## src/rtl/atari7800_pkg.sv

```systemverilog
// Shared Atari 7800 MARIA definitions: DLL fetch states and DLL entry byte0 layout.
package atari7800_pkg;

    // Display-list-list fetch sequencer states.
    typedef enum logic [2:0] {
        StIdle,
        StF0,
        StF1,
        StF2,
        StReady
    } dll_state_e;

    // DLL entry byte0 bit positions.
    localparam int unsigned DllDliBit    = 7;
    localparam int unsigned DllH16Bit    = 6;
    localparam int unsigned DllH8Bit     = 5;
    localparam int unsigned DllRsvdBit   = 4;
    localparam int unsigned DllOffsetMsb = 3;

    // Each DLL entry is byte0 (flags/offset), byte1 (DL high), byte2 (DL low).
    localparam int unsigned DLL_ENTRY_BYTES = 3;

    // Address of byte idx of the DLL entry at base; wraps modulo 2^16.
    function automatic logic [15:0] dll_byte_addr(input logic [15:0] base, input logic [1:0] idx);
        return base + {14'd0, idx};
    endfunction

endpackage

```

## src/rtl/dll_fetcher.sv

```systemverilog
// DLL fetcher: walks the display-list list one 3-byte entry per zone, presents the active
// display-list pointer, line offset and holey flags, and raises DLI at zone ends.
module dll_fetcher
    import atari7800_pkg::*;
(
    input  logic        sysclock,
    input  logic        reset_b,
    input  logic [15:0] ZP,
    input  logic        zp_written,
    input  logic        frame_start,
    input  logic        line_start,
    output logic        mem_req,
    output logic [15:0] mem_addr,
    input  logic        mem_ack,
    input  logic [7:0]  mem_data,
    output logic [15:0] dl_ptr,
    output logic [3:0]  offset,
    output logic [1:0]  holey,
    output logic        dl_valid,
    output logic        dli,
    output logic        overrun
);

    dll_state_e  state;
    logic [15:0] ptr;         // base address of the active DLL entry
    logic        dli_flag;    // DLI bit latched from byte0 of the active entry
    logic        pending;     // one line_start seen while fetching
    logic [15:0] fetch_addr;
    logic        unused_rsvd;

    // Byte0 bit 4 carries no meaning for the fetcher.
    assign unused_rsvd = mem_data[DllRsvdBit];

    // Address of the entry byte wanted by the current fetch state.
    always_comb begin
        fetch_addr = ptr;
        case (state)
            StF0:    fetch_addr = dll_byte_addr(ptr, 2'd0);
            StF1:    fetch_addr = dll_byte_addr(ptr, 2'd1);
            StF2:    fetch_addr = dll_byte_addr(ptr, 2'd2);
            default: fetch_addr = ptr;
        endcase
    end

    // Fetch sequencer with registered outputs; frame_start overrides everything else.
    always_ff @(posedge sysclock) begin
        if (!reset_b) begin
            state    <= StIdle;
            ptr      <= 16'd0;
            dli_flag <= 1'b0;
            pending  <= 1'b0;
            mem_req  <= 1'b0;
            mem_addr <= 16'd0;
            dl_ptr   <= 16'd0;
            offset   <= 4'd0;
            holey    <= 2'd0;
            dl_valid <= 1'b0;
            dli      <= 1'b0;
            overrun  <= 1'b0;
        end else begin
            dli <= 1'b0;
            if (frame_start) begin
                // Request always drops here; F0 raises it again a cycle later.
                pending  <= 1'b0;
                mem_req  <= 1'b0;
                dl_valid <= 1'b0;
                if (zp_written) begin
                    ptr   <= ZP;
                    state <= StF0;
                end else begin
                    state <= StIdle;
                end
            end else begin
                unique case (state)
                    StIdle: begin
                        // line_start ignored until a frame has started
                    end
                    StF0, StF1, StF2: begin
                        if (line_start) begin
                            if (pending) begin
                                overrun <= 1'b1;
                            end else begin
                                pending <= 1'b1;
                            end
                        end
                        if (!mem_req) begin
                            mem_req  <= 1'b1;
                            mem_addr <= fetch_addr;
                        end else if (mem_ack) begin
                            mem_req <= 1'b0;
                            if (state == StF0) begin
                                dli_flag <= mem_data[DllDliBit];
                                holey    <= {mem_data[DllH16Bit], mem_data[DllH8Bit]};
                                offset   <= mem_data[DllOffsetMsb:0];
                                state    <= StF1;
                            end else if (state == StF1) begin
                                dl_ptr[15:8] <= mem_data;
                                state        <= StF2;
                            end else begin
                                dl_ptr[7:0] <= mem_data;
                                dl_valid    <= 1'b1;
                                state       <= StReady;
                            end
                        end
                    end
                    StReady: begin
                        // A pending line is serviced in the first READY cycle; a fresh
                        // line_start arriving alongside it is one line too many.
                        if (pending || line_start) begin
                            pending <= 1'b0;
                            if (pending && line_start) begin
                                overrun <= 1'b1;
                            end
                            if (offset != 4'd0) begin
                                offset <= offset - 4'd1;
                            end else begin
                                dli      <= dli_flag;
                                ptr      <= ptr + 16'(DLL_ENTRY_BYTES);
                                dl_valid <= 1'b0;
                                state    <= StF0;
                            end
                        end
                    end
                    default: state <= StIdle;
                endcase
            end
        end
    end

endmodule

```

## config.mk

```make
export PLATFORM = sky130hd
export DESIGN_NAME = dll_fetcher
export DESIGN_NICKNAME = d
export VERILOG_FILES = /design/src/rtl/atari7800_pkg.sv /design/src/rtl/dll_fetcher.sv
export SDC_FILE = /design/constraint.sdc
export NUM_CORES = 1
export LEC_CHECK = 0
export ABC_CLOCK_PERIOD_IN_PS = 5000
export BUFFER_PORTS_ARGS = -buffer_cell sky130_fd_sc_hd__buf_2
export CAP_MARGIN = 20
export CORE_MARGIN = 10
export CORE_UTILIZATION = 45
export CTS_BUF_LIST = sky130_fd_sc_hd__clkbuf_8
export CTS_CLUSTER_SIZE = 25
export DETAILED_ROUTE_END_ITERATION = 7
export PLACE_DENSITY = 0.78
export SETUP_SLACK_MARGIN = 0.2
export SLEW_MARGIN = 20
export SYNTH_ARGS = -nofsm -noshare
export SYNTH_HDL_FRONTEND = slang
export SYNTH_SLANG_ARGS = --single-unit
```

## constraint.sdc

```tcl
create_clock -name sysclock -period 5 [get_ports sysclock]
set_input_delay 0.25 -clock sysclock [delete_from_list [all_inputs] [get_ports sysclock]]
set_output_delay 0.25 -clock sysclock [all_outputs]
set_load 0.03 [all_outputs]
```

==> impl_metrics.prom <==
# TYPE chip_impl_metric gauge
chip_impl_metric{name="dieWidth",unit="um"} 107
chip_impl_metric{name="chipHeight",unit="um"} 107
chip_impl_metric{name="fmaxAchievable",unit="GHz"} 0.387
chip_impl_metric{name="routabilityCongestion",unit=""} 0.926
chip_impl_metric{name="routedWlPerCell",unit="um"} 17.1
chip_impl_metric{name="irDropWorstVdd",unit="mV"} 0.175
chip_impl_metric{name="floorplan.initialDensity",unit="%"} 46.6
chip_impl_metric{name="worst_skew_pair.late_latency",unit="ps"} 350
chip_impl_metric{name="worst_ep_arrival_time",unit="ps"} 2780
chip_impl_metric{name="post_route_skew",unit="ps"} 11.4
chip_impl_metric{name="synth_enable_flop_cells",unit=""} 0
chip_impl_metric{name="fin_worst_hold_slack",unit="ps"} 162
chip_impl_metric{name="synth.net_count",unit=""} 462
chip_impl_metric{name="p_per_area",unit="nW/um2"} 269
chip_impl_metric{name="synthDominantCellAreaShare",unit="%"} 36.9
chip_impl_info{name="hold_path_class",value="input port to flop"} 1
chip_impl_info{name="post-synth-top-area-cell",value="dfxtp_1"} 1
chip_impl_metric{name="finish.cell_count_without_fillers",unit=""} 582
chip_impl_metric{name="synth.lib_cells_used.distinct",unit=""} 56
chip_impl_metric{name="syn_to_final_growth",unit="%"} 16.0
chip_impl_info{name="startpoint_of_the_lowest_slack_hold_path",value="mem_data[4]"} 1
chip_impl_metric{name="async_reset_ff_share",unit="%"} 0
chip_impl_metric{name="drt-vias-per-instance",unit=""} 5.82
chip_impl_info{name="tritoncts_clock_tree",value="built"} 1
chip_impl_metric{name="timing.setup.tns",unit="ps"} 0
chip_impl_metric{name="leakage",unit="nW"} 1.50
chip_impl_metric{name="cp.required",unit="ps"} 5200
chip_impl_info{name="cp_common_cell",value="a211oi_1"} 1
chip_impl_info{name="crit_path_start_kind",value="flop"} 1
chip_impl_metric{name="path_clk_slew",unit="ps"} 70
chip_impl_metric{name="drt_first_iter_violations",unit=""} 355
chip_impl_metric{name="drive_gt1_share",unit="%"} 20.9
chip_impl_metric{name="seq_area_frac_synth",unit="%"} 36.9
chip_impl_metric{name="synth_warnings",unit=""} 0
chip_impl_metric{name="grt_max_degree",unit=""} 38
chip_impl_metric{name="num_vias",unit=""} 3386
chip_impl_metric{name="gr-usage-all-layers",unit="%"} 17.3
chip_impl_metric{name="design.core.area",unit="um2"} 7330
chip_impl_info{name="setup.worst_path.class",value="flop to flop"} 1
chip_impl_metric{name="setup_viol_count_final",unit=""} 0
chip_impl_metric{name="ctsHtreeMaxLevel",unit=""} 3
chip_impl_info{name="cts.root.buffer_cell",value="clkbuf_8"} 1
chip_impl_metric{name="drt.antenna.violating_nets",unit=""} 0
chip_impl_metric{name="grt_overflow_total",unit=""} 0
chip_impl_metric{name="inserted_clock_buffers",unit=""} 9
chip_impl_metric{name="post-route-min-period",unit="ps"} 2580
chip_impl_metric{name="finalNetCount",unit=""} 513
chip_impl_metric{name="finalHoldViolations",unit=""} 0
chip_impl_info{name="crit_path_top_delay_cell",value="or3b_1"} 1
chip_impl_metric{name="cts-resized-gates",unit=""} 0
chip_impl_metric{name="final_min_period_over_clock_period",unit="%"} 51.7
chip_impl_metric{name="final.fill_count",unit=""} 706
chip_impl_info{name="crit_path_start",value="state[0]$_SDFFE_PN0P_"} 1
chip_impl_info{name="cpLargestDelayFamily",value="simple AND/OR/NAND/NOR gates"} 1
chip_impl_metric{name="numPortBuffers",unit=""} 71
chip_impl_metric{name="number_of_hold_buffers_added_after_cts",unit=""} 0
chip_impl_metric{name="grt_first_pass_wirelength",unit="um"} 16200
chip_impl_metric{name="ios",unit=""} 72
chip_impl_info{name="rsz0062_at_grt",value="false"} 1
chip_impl_info{name="crit_path_cell_chain",value="or3b_1, nor4_4, nor2_1, a211oi_1, a211oi_1"} 1
chip_impl_metric{name="cp.buffers_inverters",unit=""} 0
chip_impl_metric{name="multi_input_area",unit="um2"} 2000
chip_impl_metric{name="timing.max_slew.rel_slack",unit="%"} 36.9
chip_impl_metric{name="detail_route.first_pass.iterations",unit=""} 5
chip_impl_metric{name="final-max-slew-violation-count",unit=""} 0
chip_impl_metric{name="dieArea",unit="um2"} 11500
chip_impl_metric{name="mapped_cell_area",unit="um2"} 3420
chip_impl_metric{name="slowest_delay",unit="ps"} 700
chip_impl_metric{name="number_of_global_route_vias_before_repair",unit=""} 3336
chip_impl_metric{name="antenna_cells",unit=""} 0
chip_impl_metric{name="synth.avg_cell_area",unit="um2"} 8.01
chip_impl_info{name="synthFlopType",value="dfxtp_1"} 1
chip_impl_metric{name="cell_count_after_placement",unit=""} 566
chip_impl_metric{name="worst-slew-pin-transition",unit="ps"} 941
chip_impl_metric{name="post-layout-total-power",unit="mW"} 1.07
chip_impl_info{name="critical_path.reg2reg.startpoint",value="state[0]$_SDFFE_PN0P_"} 1
chip_impl_metric{name="register_area",unit="um2"} 1260
chip_impl_metric{name="cap_violations",unit=""} 0
chip_impl_metric{name="std_cell_rows",unit=""} 31
chip_impl_metric{name="post_cts_repair_timing_setup_buffer_count",unit=""} 0
chip_impl_metric{name="postSynthRegisterBits",unit=""} 63
chip_impl_metric{name="wirelength",unit="um"} 9970
chip_impl_metric{name="post_synth_inst_count",unit=""} 427
chip_impl_info{name="leading_cell_types_by_total_area_after_synthesis",value="dfxtp_1 (37%), nor2_1 (6.4%), a21oi_1 (5.7%)"} 1
chip_impl_info{name="crit_path_end_kind",value="flop"} 1
chip_impl_metric{name="ff2ff_setup_slack",unit="ps"} 2420
chip_impl_metric{name="antenna_found_initial",unit=""} 0
chip_impl_metric{name="numClockSinks",unit=""} 63
chip_impl_metric{name="maximum_clock_insertion_buffer_count",unit=""} 2
chip_impl_info{name="result_of_the_run",value="finished clean"} 1
chip_impl_metric{name="post-route-drc-count",unit=""} 0
chip_impl_metric{name="place_hpwl",unit="um"} 7370
chip_impl_metric{name="crit_fanout",unit=""} 23
## state kept, by name (all words and copies together), names as in the netlist
signal,cells
dli,1
state,3
overrun,1
dl_ptr,16
offset,4
dli_flag,1
dl_valid,1
holey,2
mem_req,1
ptr,16
mem_addr,16
pending,1
## where the power goes
part           switching, mW  leakage, nW  internal (mW)
clock network          0.214       0.0885          0.195
logic                 0.0731        0.901         0.0436
registers             0.0260        0.512          0.517
total                  0.313         1.50          0.755
## stage by stage
step	cell area (um2)	utilization (%)	worst slack [ps]
final	3970	54.1	2420
after global placement	3770	51.5	2590
after detailed placement	3770	51.5	2520
after CTS	3960	54.0	2420
after floorplan	3420	-	2690
after global routing	3970	54.1	2180
## cell type report
type / instances / share of cell area [%]
Clock buffer: 10 / 3.47
Clock inverter: 6 / 1.17
Inverter: 10 / 0.947
Multi-Input combinational cell: 322 / 50.3
Sequential cell: 63 / 31.8
Tap cell: 99 / 3.12
Timing Repair Buffer: 72 / 9.15
## cell families after synthesis
family	synth area share [%]
XOR/XNOR	4.87
AO/OA/AOI/OAI	20.6
AND/OR/NAND/NOR	25.6
multiplexers	5.31
buffers and inverters	4.94
adder cells (fa/ha/maj)	1.83
flip-flops	36.9
## placed cells by master, fill, tap and decap left out, types with 11 or more instances in the layout
cell / instances
buf_2: 71
dfxtp_1: 63
a21oi_1: 39
nor3_1: 12
o21ai_0: 26
nor2_1: 58
xnor2_1: 13
nand2_1: 32
a211oi_1: 11
mux2i_1: 17
## worst min-delay path: stages
cell and delay, ps:
buf_2 90, mux2i_1 60, nor2_1 70
## cell usage after synthesis (all sizes together), types with 3 or more instances
master,count
and2,3
a22oi,3
and3,3
o41ai,3
or3,3
xor2,6
xnor2,13
nor2,58
o211ai,3
inv,10
a31oi,3
o31ai,3
mux2i,17
or4,6
and4,5
clkbuf,27
buf,5
nor3,15
nand3,8
nor2b,4
o21ai,26
nand2,32
ha,5
nor4,5
nor3b,4
a221oi,3
a21oi,39
nand2b,6
a2bb2oi,3
nand4,10
a211oi,12
dfxtp,63
## path summary, 6_finish.rpt
check / to / depth (start not counted)
max: ptr[1]$_SDFFE_PN0P_ / 5
min: dl_ptr[12]$_SDFFE_PN0P_ / 3
max reg2reg: ptr[1]$_SDFFE_PN0P_ / 5
min reg2reg: overrun$_SDFFE_PN0P_ / 2
## metal layers
metal  GRT usage (%)  part of all wire (%)  vias up
li1                -                     -     1646
met1            21.4                    43     1576
met2            27.1                    46      148
met3            5.63                   9.2       16
met4            6.67                   1.8        0
met5               0                     0        -
Power figures use the tool's default switching activity.
